==> src/rtl/sap_1_controller_sequencer.sv <==
`default_nettype none
// ============================================================================
// Module   : sap_1_controller_sequencer
// Purpose  : Sequential front end of the SAP-1 controller. Generates the
//            one-hot T-state ring (T1..T6) and the registered instruction
//            decode strobes (LDA/ADD/SUB/OUT). It latches the opcode at the
//            fetch/execute boundary, halts on HLT and flags illegal opcodes.
// Options  : SAP_1_CONTROLLER_SEQUENCER_SINGLE_STEP_EN adds the step_mode and
//            step inputs. In step mode, each rising edge of step advances
//            the sequencer by exactly one T-state.
// Revision : 1.0 - initial release
// ============================================================================
module sap_1_controller_sequencer #(
  parameter logic [3:0] OPC_LDA = 4'b0000,
  parameter logic [3:0] OPC_ADD = 4'b0001,
  parameter logic [3:0] OPC_SUB = 4'b0010,
  parameter logic [3:0] OPC_OUT = 4'b1110,
  parameter logic [3:0] OPC_HLT = 4'b1111
) (
  input  logic       CLK,
  input  logic       CLR,
`ifdef SAP_1_CONTROLLER_SEQUENCER_SINGLE_STEP_EN
  input  logic       step_mode,
  input  logic       step,
`endif
  input  logic [3:0] opcode,
  output logic [6:1] ring_counter,
  output logic       LDA,
  output logic       ADD,
  output logic       SUB,
  output logic       OUT,
  output logic       HLT,
  output logic       illegal_op
);

  // Bit n of the ring is T-state Tn. The reset value therefore reads 6'b000001.
  localparam logic [6:1] C_RING_T1   = 6'b000001;
  localparam logic [6:1] C_RING_HALT = 6'b000000;

  // Sequencer state. Every output is taken directly from one of these flops.
  logic [6:1] ring_q, ring_d;
  logic       lda_q, lda_d;
  logic       add_q, add_d;
  logic       sub_q, sub_d;
  logic       out_q, out_d;
  logic       hlt_q, hlt_d;
  logic       ill_q, ill_d;

  // Qualifies every state update. It is always 1 when the block free-runs.
  logic       advance;

  // Opcode classification. A priority chain resolves parameter collisions
  // as LDA > ADD > SUB > OUT > HLT.
  logic       dec_lda, dec_add, dec_sub, dec_out, dec_hlt, dec_ill;

  // A value is a legal ring state only when exactly one bit is set. All
  // other values fall back to T1, except the all-zero value held by HLT.
  function automatic logic is_one_hot(input logic [6:1] v);
    return (v != 6'b000000) && ((v & (v - 6'b000001)) == 6'b000000);
  endfunction

`ifdef SAP_1_CONTROLLER_SEQUENCER_SINGLE_STEP_EN
  // Previous value of step, used to detect its rising edge.
  logic step_prev_q, step_prev_d;

  // Step mode advances only on a rising edge of step. Holding step high
  // therefore does not keep advancing the sequencer.
  always_comb begin
    step_prev_d = step;
    advance     = !step_mode || (step && !step_prev_q);
  end
`else
  // Without single-step support, the sequencer moves on every clock.
  always_comb begin
    advance = 1'b1;
  end
`endif

  // Classify the opcode. Only the T3 exit consumes this result.
  always_comb begin
    dec_lda = 1'b0;
    dec_add = 1'b0;
    dec_sub = 1'b0;
    dec_out = 1'b0;
    dec_hlt = 1'b0;
    dec_ill = 1'b0;
    if (opcode == OPC_LDA) begin
      dec_lda = 1'b1;
    end else if (opcode == OPC_ADD) begin
      dec_add = 1'b1;
    end else if (opcode == OPC_SUB) begin
      dec_sub = 1'b1;
    end else if (opcode == OPC_OUT) begin
      dec_out = 1'b1;
    end else if (opcode == OPC_HLT) begin
      dec_hlt = 1'b1;
    end else begin
      dec_ill = 1'b1;
    end
  end

  // Next-state logic for the ring, the decode strobes, halt and the illegal
  // pulse.
  always_comb begin
    ring_d = ring_q;
    lda_d  = lda_q;
    add_d  = add_q;
    sub_d  = sub_q;
    out_d  = out_q;
    hlt_d  = hlt_q;
    ill_d  = ill_q;

    if (!advance || hlt_q) begin
      // Hold the current state. While halted, only CLR releases it.
    end else if (!is_one_hot(ring_q)) begin
      // Recover from a corrupted ring by restarting a clean fetch.
      ring_d = C_RING_T1;
      lda_d  = 1'b0;
      add_d  = 1'b0;
      sub_d  = 1'b0;
      out_d  = 1'b0;
      ill_d  = 1'b0;
    end else begin
      ring_d = {ring_q[5:1], ring_q[6]};
      // The illegal flag lasts for the T4 state only.
      ill_d  = 1'b0;

      if (ring_q[3]) begin
        // The fetch/execute boundary is the only point where the opcode
        // is sampled.
        lda_d = dec_lda;
        add_d = dec_add;
        sub_d = dec_sub;
        out_d = dec_out;
        ill_d = dec_ill;
        if (dec_hlt) begin
          hlt_d  = 1'b1;
          ring_d = C_RING_HALT;
        end
      end

      if (ring_q[6]) begin
        // Clear the strobes so that they read 0 throughout the next fetch.
        lda_d = 1'b0;
        add_d = 1'b0;
        sub_d = 1'b0;
        out_d = 1'b0;
      end
    end
  end

  // Sequencer state registers. CLR overrides every other condition.
  always_ff @(posedge CLK) begin
    if (CLR) begin
      ring_q <= C_RING_T1;
      lda_q  <= 1'b0;
      add_q  <= 1'b0;
      sub_q  <= 1'b0;
      out_q  <= 1'b0;
      hlt_q  <= 1'b0;
      ill_q  <= 1'b0;
    end else begin
      ring_q <= ring_d;
      lda_q  <= lda_d;
      add_q  <= add_d;
      sub_q  <= sub_d;
      out_q  <= out_d;
      hlt_q  <= hlt_d;
      ill_q  <= ill_d;
    end
  end

`ifdef SAP_1_CONTROLLER_SEQUENCER_SINGLE_STEP_EN
  // Step edge detector. CLR clears it, so a step that is already high when
  // CLR drops still counts as a new edge.
  always_ff @(posedge CLK) begin
    if (CLR) begin
      step_prev_q <= 1'b0;
    end else begin
      step_prev_q <= step_prev_d;
    end
  end
`endif

  // Drive the outputs straight from the registers.
  always_comb begin
    ring_counter = ring_q;
    LDA          = lda_q;
    ADD          = add_q;
    SUB          = sub_q;
    OUT          = out_q;
    HLT          = hlt_q;
    illegal_op   = ill_q;
  end

endmodule
`default_nettype wire
==> config.mk <==
export PLATFORM = sky130hd
export DESIGN_NAME = sap_1_controller_sequencer
export DESIGN_NICKNAME = d
export VERILOG_FILES = /design/src/rtl/sap_1_controller_sequencer.sv
export SDC_FILE = /design/constraint.sdc
export NUM_CORES = 1
export LEC_CHECK = 0
export ABC_CLOCK_PERIOD_IN_PS = 2300
export BUFFER_PORTS_ARGS = -buffer_cell sky130_fd_sc_hd__clkbuf_2
export CORE_MARGIN = 2
export CORE_UTILIZATION = 53
export DETAILED_ROUTE_END_ITERATION = 8
export HOLD_SLACK_MARGIN = 0.06
export PLACE_DENSITY_LB_ADDON = 0.12
export SLEW_MARGIN = 0
export SYNTH_ARGS = -nofsm -noshare
export SYNTH_HDL_FRONTEND = slang
export SYNTH_SLANG_ARGS = --single-unit
==> constraint.sdc <==
create_clock -name CLK -period 2.3 [get_ports CLK]
set_input_delay 0.345 -clock CLK [delete_from_list [all_inputs] [get_ports CLK]]
set_output_delay 0.345 -clock CLK [all_outputs]
set_load 0.1 [all_outputs]
* Yosys cells after proc, flatten, opt, wreduce, memory -nomap -nowiden *
Cells that the tools add are included.

word-level totals
  bits in registers = 12
  bits of input ports = 6
  word-level logic and storage cells = 61

operators by class
  add/subtract/negate cells = 1
  eq/ne operators = 5
  multiplexer cells = 41
  bitwise operators = 2
  reduce and logical (&&, ||, !) cells = 5

operators by type and width
  cell                   number
  $mux W1                38
  $mux W6                3
  $eq A4 B4 Y1 const B   2
  $and A6 B6 Y6          1
  $logic_not A6 Y1       1
  $reduce_bool A6 Y1     1
  $sub A6 B1 Y6 const B  1
  $eq A4 B1 Y1 const B   1
  $eq A4 B2 Y1 const B   1
  $logic_not A4 Y1       1
  $ne A3 B3 Y1 const B   1
  $reduce_and A2 Y1      1
  $logic_and A1 B1 Y1    1
  $not A1 Y1             1

* Depth between registers and ports, before layout *
  depth after elaboration = 10
  mapped depth = 6
  mapped depth without buffers = 5

* Worst setup path after synthesis *
OpenSTA, ideal clock, no wires.

  kind = reg-to-reg
  from = register ring_q, in the netlist ring_counter[2]
  to = register out_q, in the netlist OUT
  library setup time = 70 ps
  data arrival time = 2268 ps
  setup slack = -39 ps
  cell stages (with the launch flop) = 6
  cell sequence = dfxtp_1 -> buf_4 -> nor4b_1 -> o31a_1 -> or4_1 -> a21oi_1

between the ends
  longest elaborated chain between the ends = 6
  elaborated cells on any way between the ends = 8
  those cells by class = 1 x add/sub; 1 x eq/ne; 1 x mux; 1 x bitwise; 4 x reduce/logical

RTL lines
  item                                RTL line  text
  from (decl)                         41        logic [6:1] ring_q, ring_d;
  from (signal assigned)              163       ring_q <= ring_d;
  $sub A6 B1 Y6                       59        return (v != 6'b000000) && ((v & (v - 6'b000001)) == 6'b000000);
  $and A6 B6 Y6                       59
  $logic_not A6 Y1                    59
  $logic_and A1 B1 Y1 (*)             59
  $ne A3 B3 Y1 (no source line)       --
  $reduce_and A2 Y1 (no source line)  --
  to (signal assigned)                167       out_q <= out_d;
  to (decl)                           45        logic out_q, out_d;

Mark *: on every way between the ends. The rest lies on a longest branch, timed or not.
A chain may end at the register's enable or synchronous reset.

* Final worst setup path *
  from = register hlt_q, in the netlist HLT
  to = output HLT

RTL lines
  item                    RTL line  text
  from (decl)             46        logic hlt_q, hlt_d;
  from (signal assigned)  168       hlt_q <= hlt_d;
  to (decl)               32        output logic HLT,

No word-level cell between the ends.

==> flow_metrics.tcl <==
set metrics [dict create \
    status "complete, no violations" \
    synth_seq_cells 12 \
    antenna_found_initial 0 \
    cp_slowest_cell "dfxtp_1" \
    ctsResizeCount 0 \
    synth.distinct_cells 30 \
    num_antenna_cells 0 \
    synth-main-ff-cell "dfxtp_1" \
    cts_buffer_depth 2 \
    clkTransAtPathRegs_ps 70 \
    timing.hold.ws_ps 380 \
    maxCapViolCount 0 \
    crit_arrival_ps 1500 \
    cts_sinks 12 \
    core-area_sq_um 1160 \
    dr_total_vias 672 \
    yosys_warnings 0 \
    postCtsSetupBuffers 0 \
    skew_ps 5.03 \
    via_per_inst 6.00 \
    place_congestion 0.777 \
    ys_seq_area_share_pct 35.0 \
    port_buffers 17 \
    hold_buffers 0 \
    critPathBufInv 1 \
    cts_root_buffer "clkbuf_4" \
    p_leak_nw 0.329 \
    syn_to_final_growth_pct 10.4 \
    routedWlPerCell_um 13.7 \
    cts_tree "built" \
    crit_required_ps 1960 \
    path_cells "clkbuf_2" \
    h-tree-depth 1 \
    finalMaxSlewViolations 0 \
    grt_pass1_vias 570 \
    hold_viol 0 \
    layout-drive-gt1-share_pct 23.5 \
    grtUsageTotal_pct 23.3 \
    crit_type "register to output port" \
    fmax_ghz 0.542 \
    detailedPlacementHpwl_mm 1.07 \
    yosysTopAreaCell "dfxtp_1" \
    grt_pass1_wl_mm 2.42 \
    slowest_delay_ps 660 \
    syn_area_sq_um 687 \
    tns_ps 0 \
    setup_viol 0 \
    postSynth.asyncResetShare_pct 0 \
    synth-edff-count 0 \
    initial_core_util_pct 59.4 \
    reg2reg_slack_ps 540 \
    cts_buffers 3 \
    die_h_um 40 \
    synthCells 87 \
    rr_worst_depth 5 \
    hold_depth 2 \
    grt_start_max_net_pins 21 \
    period_needed_ps 1850 \
    clock_latency_ps 280 \
    rsz0062_at_grt "no" \
    cp.depth 1 \
    worstSetupStartpointType "register" \
    vdd_drop_max_uv 398 \
    synth_common_cells "nor2_1 (13), dfxtp_1 (12), a21oi_1 (7)" \
    finalCritPeriodShare_pct 80.3 \
    drtIter0Drc 25 \
    grt_overflow 0 \
    routed_wl_mm 1.53 \
    path_max_fanout 20 \
    io_pins 18 \
    drt_pass1_iterations 4 \
    avgSynthCellArea_sq_um 7.90 \
    path_delay_family "flip-flops" \
    synth_fp_nets 93 \
    die_area_sq_um 1600 \
    synth.most_common_cell "nor2_1" \
    powerDensity_nw_per_um2 708 \
    rows 12 \
    synthTopCellsByArea "dfxtp_1 (35%), nor2_1 (7.1%), a21oi_1 (5.1%)" \
    synth.top_cell.area_share_pct 35.0 \
    relSlewSlack_pct 63.8 \
    hold_class "primary input to register" \
    drc_errors 0 \
    die_x_um 40 \
    end_kind "output port" \
    antenna_left 0 \
    worst_pin_slew_ps 529 \
    nets 106 \
]
-- cell usage in the layout (no fill, tap or decap) --
cell type  netlist  layout
nand2_1          4       4
a2111oi_0        1       1
dfxtp_1         12       9
nor2_1          13      13
o21ai_0          6       6
nor4bb_1         1       1
a211oi_1         2       2
nor2b_1          2       2
or3_1            1       1
nor3_1           4       4
nor4_1           1       1
and3_1           4       4
nand4b_1         1       1
clkbuf_4         0       3
dfxtp_2          0       3
clkbuf_2         0      17
nand3_1          1       1
o21ai_1          1       1
or4_1            4       4
a31oi_1          1       1
xor2_1           1       1
a41o_1           2       2
a22o_1           1       1
nor4b_1          2       2
o31a_1           2       2
a21oi_1          7       7
a22oi_1          1       1
xnor2_1          2       2
inv_1            1       1
-- sequential cells by signal, indices dropped and copies added (netlist names) --
| name | count |
|---|---|
| SUB | 1 |
| ADD | 1 |
| HLT | 1 |
| illegal_op | 1 |
| LDA | 1 |
| OUT | 1 |
| ring_counter | 6 |
-- worst paths after layout --
path	start	endpoint
hold reg to reg	ADD	ADD
setup / recovery	HLT	HLT
setup reg to reg	ring_counter[4]	SUB
hold / removal	CLR	ring_counter[2]
-- routing by layer --
layer	global-route usage, %	up-vias	share of wire [%]
li1	-	347	-
met1	28.2	298	49
met2	38.7	22	44
met3	3.33	5	4.4
met4	13.8	0	1.9
met5	0	-	0
-- cell families after synthesis --
logic type | share of synthesized area [%]
xor+xnor | 3.83
flops | 35.0
compound gates | 22.4
simple gates | 29.9
buf+inv | 8.92
-- power by group --
| group | total [W] | leakage (nW) | internal, W | switching (W) |
|---|---|---|---|---|
| registers | 0.000240 | 0.0979 | 0.000218 | 0.0000217 |
| clock network | 0.000132 | 0.0138 | 0.0000608 | 0.0000707 |
| logic | 0.000165 | 0.217 | 0.0000472 | 0.000118 |
-- per-stage QoR --
step | setup WS [ps] | total power (W) | area, sq um | cells | util, %
floorplan | 5.67 | 0.000385 | 691 | 87 | -
global placement | 609 | 0.000406 | 736 | 109 | 63.6
detailed placement | 559 | 0.000409 | 736 | 109 | 63.6
CTS | 480 | 0.000532 | 758 | 112 | 65.6
global route | 398 | 0.000557 | 758 | 112 | 65.6
finish | 454 | 0.000537 | 758 | 112 | 65.6
-- cell type report --
class	count	area, sq um
Timing Repair Buffer	17	85.1
Fill cell	99	398
Inverter	1	3.75
Tap cell	14	17.5
Multi-Input combinational cell	65	385
Clock buffer	3	22.5
Sequential cell	12	244
No activity file was read; power rests on OpenSTA's default activity.
